`config.mk`:
```
export PLATFORM = sky130hd
export DESIGN_NAME = io_bus_router
export DESIGN_NICKNAME = d
export VERILOG_FILES = /design/src/rtl/io_bus_router.sv
export SDC_FILE = /design/constraint.sdc
export NUM_CORES = 1
export LEC_CHECK = 0
export ABC_AREA = 0
export BUFFER_PORTS_ARGS = -buffer_cell sky130_fd_sc_hd__buf_2
export CAP_MARGIN = 25
export CORE_AREA = 2 2 230 232
export CTS_CLUSTER_SIZE = 16
export DETAILED_ROUTE_END_ITERATION = 10
export DIE_AREA = 0 0 232 234
export PLACE_DENSITY = 0.38
export SYNTH_ARGS = -nofsm -noshare
export SYNTH_HDL_FRONTEND = slang
export SYNTH_SLANG_ARGS = --single-unit
```
`constraint.sdc`:
```
create_clock -name clk -period 2.9 [get_ports clk]
set_input_delay 0.725 -clock clk [delete_from_list [all_inputs] [get_ports clk]]
set_output_delay 0.725 -clock clk [all_outputs]
set_load 0.01 [all_outputs]
```
`src/rtl/io_bus_router.sv`:
```
// Registered address decoder / transaction sequencer between the core data port and RAM/IO slaves.
// Optional wait-state timeout is compiled in with `define IO_BUS_ROUTER_TIMEOUT_EN.
module io_bus_router #(
  parameter int unsigned N_IO           = 3,
  parameter logic [32:0] IO_BASE_PAGE   = 33'h100000001,
  parameter int unsigned TIMEOUT_CYCLES = 255
) (
  input  logic                 clk,
  input  logic                 rst,
  input  logic                 cpu_req,
  input  logic                 cpu_we,
  input  logic [63:0]          cpu_addr,
  input  logic [63:0]          cpu_wdata,
  output logic                 cpu_ack,
  output logic                 cpu_err,
  output logic [63:0]          cpu_rdata,
  output logic [63:0]          bus_addr,
  output logic                 bus_we,
  output logic [63:0]          bus_wdata,
  output logic                 mem_sel,
  input  logic                 mem_ack,
  input  logic [63:0]          mem_rdata,
  output logic [N_IO-1:0]      io_sel,
  input  logic [N_IO-1:0]      io_ack,
  input  logic [64*N_IO-1:0]   io_rdata
);

  typedef enum logic [1:0] {S_IDLE, S_WAIT, S_RESP} state_t;

  state_t            r_state, w_state_nxt;
  logic              r_ack, r_err, r_we, r_mem_sel;
  logic [63:0]       r_rdata, r_addr, r_wdata;
  logic [N_IO-1:0]   r_io_sel;

  logic              w_canon, w_dec_err, w_sel_ack, w_to_expire;
  logic [32:0]       w_page_off;
  logic [N_IO-1:0]   w_io_dec;
  logic [63:0]       w_io_data, w_sel_data;

  // Page offset wraps as 33-bit unsigned, so pages below the base fall out of range too.
  always_comb begin
    w_canon    = (cpu_addr[63:47] == {17{cpu_addr[46]}});
    w_page_off = cpu_addr[46:14] - IO_BASE_PAGE;
    w_io_dec   = '0;
    for (int unsigned i = 0; i < N_IO; i++) begin
      w_io_dec[i] = cpu_addr[46] && (w_page_off == 33'(i));
    end
    w_dec_err  = !w_canon || (cpu_addr[46] && !(|w_io_dec));
  end

  always_comb begin
    w_io_data = '0;
    for (int unsigned i = 0; i < N_IO; i++) begin
      if (r_io_sel[i]) w_io_data = w_io_data | io_rdata[64*i +: 64];
    end
    w_sel_ack  = (r_mem_sel & mem_ack) | (|(r_io_sel & io_ack));
    w_sel_data = r_mem_sel ? mem_rdata : w_io_data;
  end

`ifdef IO_BUS_ROUTER_TIMEOUT_EN
  localparam int unsigned CW = $clog2(TIMEOUT_CYCLES + 1);
  logic [CW-1:0] r_to_cnt;

  assign w_to_expire = (r_to_cnt == CW'(TIMEOUT_CYCLES - 1));

  // Clearing while idle is equivalent to clearing on WAIT entry: WAIT is only entered from IDLE.
  always_ff @(posedge clk) begin
    if (rst) begin
      r_to_cnt <= '0;
    end else if (r_state != S_WAIT) begin
      r_to_cnt <= '0;
    end else if (!w_sel_ack && (r_to_cnt != CW'(TIMEOUT_CYCLES))) begin
      r_to_cnt <= r_to_cnt + CW'(1);
    end
  end
`else
  assign w_to_expire = 1'b0;
`endif

  always_ff @(posedge clk) begin
    if (rst) r_state <= S_IDLE;
    else     r_state <= w_state_nxt;
  end

  always_comb begin
    w_state_nxt = r_state;
    unique case (r_state)
      S_IDLE:  if (cpu_req) w_state_nxt = w_dec_err ? S_RESP : S_WAIT;
      S_WAIT:  if (w_sel_ack || w_to_expire) w_state_nxt = S_RESP;
      S_RESP:  w_state_nxt = S_IDLE;
      default: w_state_nxt = S_IDLE;
    endcase
  end

  // Ack in the expiring cycle takes priority over the timeout error.
  always_ff @(posedge clk) begin
    if (rst) begin
      r_ack     <= 1'b0;
      r_err     <= 1'b0;
      r_rdata   <= '0;
      r_addr    <= '0;
      r_we      <= 1'b0;
      r_wdata   <= '0;
      r_mem_sel <= 1'b0;
      r_io_sel  <= '0;
    end else begin
      r_ack <= 1'b0;
      r_err <= 1'b0;
      unique case (r_state)
        S_IDLE: begin
          if (cpu_req) begin
            r_addr  <= cpu_addr;
            r_we    <= cpu_we;
            r_wdata <= cpu_wdata;
            if (w_dec_err) begin
              r_ack   <= 1'b1;
              r_err   <= 1'b1;
              r_rdata <= '0;
            end else begin
              r_mem_sel <= !cpu_addr[46];
              r_io_sel  <= w_io_dec;
            end
          end
        end
        S_WAIT: begin
          if (w_sel_ack) begin
            r_ack     <= 1'b1;
            r_rdata   <= w_sel_data;
            r_mem_sel <= 1'b0;
            r_io_sel  <= '0;
          end else if (w_to_expire) begin
            r_ack     <= 1'b1;
            r_err     <= 1'b1;
            r_rdata   <= '0;
            r_mem_sel <= 1'b0;
            r_io_sel  <= '0;
          end
        end
        default: ;
      endcase
    end
  end

  assign cpu_ack   = r_ack;
  assign cpu_err   = r_err;
  assign cpu_rdata = r_rdata;
  assign bus_addr  = r_addr;
  assign bus_we    = r_we;
  assign bus_wdata = r_wdata;
  assign mem_sel   = r_mem_sel;
  assign io_sel    = r_io_sel;

endmodule

```
Yosys cells after proc, flatten, opt, wreduce, memory -nomap -nowiden
Cells that the tools add are included.
{"block": "totals", "reg_bits": 201}
{"block": "classes", "add_sub_neg": 1, "n_eq_ne": 8, "mux": 24, "n_bitwise": 6, "reduce_logical": 18}
{"operator": "64-bit two-way mux", "n": 7}
{"operator": "64-bit OR", "n": 2}
{"operator": "64-bit one-hot mux with 2 select lines", "n": 1}
{"operator": "33-bit by 1-bit == test with 1-bit output, second input constant", "n": 1}
{"operator": "33-bit by 2-bit == test with 1-bit output, second input constant", "n": 1}
{"operator": "33-bit logical NOT", "n": 1}
{"operator": "33-bit subtractor, second input constant", "n": 1}
{"operator": "17-bit == test", "n": 1}
{"operator": "3-bit two-way mux", "n": 3}
{"operator": "2-bit inequality test, second input constant", "n": 4}
{"operator": "4-bit AND reduction", "n": 2}
{"operator": "1-bit two-way mux", "n": 6}
{"operator": "2-bit two-way mux", "n": 3}
{"operator": "3-bit one-hot mux with 2 select lines", "n": 1}
{"operator": "3-bit OR reduction", "n": 2}
{"operator": "1-bit logical AND", "n": 4}
{"operator": "1-bit one-hot mux with 2 select lines", "n": 2}
{"operator": "2-bit one-hot mux with 2 select lines", "n": 1}
{"operator": "2-bit AND reduction", "n": 2}
{"operator": "3-bit AND", "n": 1}
{"operator": "1-bit logical NOT", "n": 3}
{"operator": "2-bit by 1-bit == test with 1-bit output, second input constant", "n": 1}
{"operator": "2-bit logical NOT", "n": 1}
{"operator": "2-bit nonzero test", "n": 1}
{"operator": "5 further kinds", "n": 5}

Depth between registers and ports, before layout
{"block": "depth", "word_depth": 10, "depth_mapped": 8, "ltp_nobuf": 6}

Worst setup path before layout
No wires, ideal clock.
{"block": "synth_path", "path_type": "input-to-reg", "start": "input port cpu_addr[46]", "end": "register r_mem_sel, in the netlist mem_sel", "t_arrival_ps": 2391, "required_ps": 2779, "slack_ps": 388, "stages": 7, "n_path_buf": 1, "path_cell_list": "clkbuf_2 nor4b_1 nand3_1 nor4_1 o211ai_4 a31oi_4 mux2_2"}
{"block": "synth_between", "elab_chain_cells": 9, "word_cells_on_any_way": 19, "classes_between": "add/sub: 1; eq/ne: 4; mux: 3; reduce/logical: 11"}
{"item": "start: declaration", "line": "12", "text": "input logic [63:0] cpu_addr,"}
{"item": "33-bit subtractor", "line": "43", "text": "w_page_off = cpu_addr[46:14] - IO_BASE_PAGE;"}
{"item": "33-bit by 1-bit == test with 1-bit output (tied with other cells)", "line": "46", "text": "w_io_dec[i] = cpu_addr[46] && (w_page_off == 33'(i));"}
{"item": "1-bit logical AND", "line": "46"}
{"item": "3-bit OR reduction", "line": "48", "text": "w_dec_err = !w_canon || (cpu_addr[46] && !(|w_io_dec));"}
{"item": "1-bit logical NOT", "line": "48"}
{"item": "1-bit logical AND", "line": "48"}
{"item": "1-bit logical OR", "line": "48"}
{"item": "2-bit inequality test (no source line)"}
{"item": "4-bit AND reduction (no source line)"}
{"item": "end signal: assignment", "line": "120", "text": "r_mem_sel <= !cpu_addr[46];"}
{"item": "end: declaration", "line": "31", "text": "logic r_ack, r_err, r_we, r_mem_sel;"}
Several ways; a longest one is shown, not always the timed one. The select of a mux whose other input is x is not followed.
A chain may end at the register's enable or synchronous reset.

Worst setup path after layout
{"block": "layout_path", "start": "register r_io_sel[1], in the netlist io_sel[1]", "end": "output port io_sel[1]"}
{"item": "start: declaration", "line": "33", "text": "logic [N_IO-1:0] r_io_sel;"}
{"item": "start signal: assignment", "line": "121", "text": "r_io_sel <= w_io_dec;"}
{"item": "end: declaration", "line": "23", "text": "output logic [N_IO-1:0] io_sel,"}
No word-level cell between the ends.

==> results.sh <==
export IMPL_status="finished, final reports clean"
export IMPL_die_y_um=234
export IMPL_ir_drop_v=0.000341
export IMPL_cts_made_buffers=25
export IMPL_clockBufferDepth=3
export IMPL_ios=591
export IMPL_cts_root_buf="clkbuf_16"
export IMPL_slowest_delay_ns=0.61
export IMPL_fin_cells=2289
export IMPL_htree_levels=1
export IMPL_synth_nets=1416
export IMPL_synth_area_per_cell_sq_um=8.23
export IMPL_fin_crit_sh_pct=88.0
export IMPL_crit_fanout=66
export IMPL_start_util_pct=16.2
export IMPL_slowest_stage="buf_4"
export IMPL_die_w_um=232
export IMPL_setup_slack_ns=0.348
export IMPL_fill_cells=5855
export IMPL_cp_required_ns=2.17
export IMPL_clk_latency_ns=0.54
export IMPL_drv_cap=0
export IMPL_grt_pass1_wl_mm=63.3
export IMPL_post_route_util_pct=25.1
export IMPL_wirelength_mm=45.9
export IMPL_max_slew_margin_pct=43.9
export IMPL_cts_sinks=201
export IMPL_total_power_w=0.00690
export IMPL_p_leak_nw=5.93
export IMPL_area_delta_synth_final_pct=54.7
export IMPL_place_gp_congestion=0.875
export IMPL_worst_pin_slew_ns=0.842
export IMPL_cts_tree="done"
export IMPL_io_buffers=590
export IMPL_overflow=0
export IMPL_cts_repair_resize_count=0
export IMPL_post_cts_setup_buffers=0
export IMPL_finalClockSkew_ns=0.00511
export IMPL_synth_warnings=0
export IMPL_final_nets=1966
export IMPL_crit_type="register to output pin"
export IMPL_yosysUniqueCellTypes=43
export IMPL_gr_usage_all_layers_pct=15.6
export IMPL_start_kind="register"
export IMPL_wire_per_inst_um=20.0
export IMPL_core_area_sq_um=52000
export IMPL_async_flop_share_pct=0
export IMPL_rsz0062_at_grt="no"
export IMPL_place_hpwl_mm=35.5
export IMPL_dominantRegCellSynth="dfxtp_1"
export IMPL_synth_top_area_share_pct=47.8
export IMPL_synth_edf_count=0
export IMPL_min_period_ns=2.55
export IMPL_drc=0
export IMPL_drt_first_iter_violations=647
export IMPL_worstPathArrival_ns=1.83
export IMPL_synth_area_leaders="dfxtp_1 (48%), nand2_1 (15%), a21oi_1 (7.8%)"
export IMPL_ant_nets=0
export IMPL_ctsHoldBuffers=0
export IMPL_finalHoldViolCount=0
export IMPL_synth_cells=1024
export IMPL_yosys_top_cells_count="nand2_1 (328), dfxtp_1 (201), a21oi_1 (132), clkbuf_1 (75), o21ai_0 (66)"
export IMPL_routed_via_density=4.39
export IMPL_antenna_found_initial=29
export IMPL_via_count=10000
export IMPL_grt_start_max_net_pins=131
export IMPL_die_area_sq_um=54300
export IMPL_ys_seq_area_share_pct=47.8
export IMPL_drive_gt1_share_pct=41.9
export IMPL_dp_cells=2235
export IMPL_dpl_worst_slack_ns=-0.0537
export IMPL_powerDensity_nw_per_um2=529
export IMPL_clk_pin_slew_ns=0.06
export IMPL_fp_row_count=84
export IMPL_hold_class="primary input to register"
export IMPL_yosys_area_top_type="dfxtp_1"
export IMPL_syn_area_sq_um=8420
export IMPL_end_kind="output pin"
export IMPL_maxSlewViolCount=0
export IMPL_grt_pass1_vias=9497
export IMPL_fmax_mhz=392
export IMPL_crit_chain="buf_4 > buf_2"
export IMPL_finalSetupViolCount=0
export IMPL_synth_most_common_cell="nand2_1"
export IMPL_synth_seq_cells=201
export IMPL_dr_pass1_iters=8
## per-stage QoR
step / hold WS (ns) / area, sq um / setup TNS [ns]
global route: 0.397 / 13000 / 0
global placement: 0.440 / 12200 / -5.72
detailed placement: 0.443 / 12200 / -2.25
floorplan: 0.481 / 8420 / 0
CTS: 0.383 / 13000 / 0
finish: 0.420 / 13000 / 0
## state kept, by name (all words and copies together), names as in the netlist
| name | count |
|---|---|
| bus_addr | 64 |
| bus_wdata | 64 |
| bus_we | 1 |
| cpu_ack | 1 |
| cpu_err | 1 |
| cpu_rdata | 64 |
| io_sel | 3 |
| mem_sel | 1 |
| r_state | 2 |
## kinds of logic after synthesis
kind of cell    after synthesis  share of synthesized area, %
simple gates                385                          18.9
compound gates              339                          28.0
flops                       201                          47.8
buf+inv                      94                          4.74
mux                           4                         0.490
xor+xnor                      1                         0.104
## layout by cell type, fill, tap and decap left out, drive strengths merged, types with 4 or more instances in the layout
cell    count
a21oi     132
o21ai      67
nor4        9
nand2     328
nand4       4
nor3        9
clkbuf     39
a222oi     64
nand2b      5
diode      12
a22o       65
nor2        9
buf       615
dfxtp     201
## final timing paths
kind         cells past startpoint          start  slack [ns]            end
max                              2      io_sel[1]        0.35      io_sel[1]
min                              3   cpu_wdata[6]        0.42   bus_wdata[6]
max reg2reg                      8     r_state[0]        0.80  cpu_rdata[57]
min reg2reg                      2  bus_wdata[28]        0.45  bus_wdata[28]
## layout make-up
type                            count  area (sq um)  share of cell area [%]
Tap cell                          688           861                    6.60
Timing Repair Buffer              615          3290                    25.3
Clock buffer                       39           728                    5.59
Inverter                            2          7.51                  0.0576
Sequential cell                   201          4030                    30.9
Antenna cell                       12          30.0                   0.230
Clock inverter                      3          65.1                   0.499
Multi-Input combinational cell    729          4020                    30.8
## critical path, delay by kind of cell (launching register included)
kind / cells / cell delay (ns)
buffers and inverters: 2 / 0.87
flip-flops: 1 / 0.33
## power breakdown
part	internal, W	leakage [nW]	switching [W]
Combinational	0.000373	3.90	0.000473
Sequential	0.00287	1.64	0.0000531
Clock	0.00188	0.387	0.00125
## layer usage
| metal | vias to the layer above | GRT usage (%) | wire (um) |
|---|---|---|---|
| li1 | 4807 | - | - |
| met4 | 10 | 5.89 | 1130 |
| met2 | 487 | 26.9 | 22500 |
| met1 | 4661 | 17.6 | 17500 |
| met5 | - | 0 | 64 |
| met3 | 76 | 5.69 | 4690 |
Power figures use the tool's default switching activity.
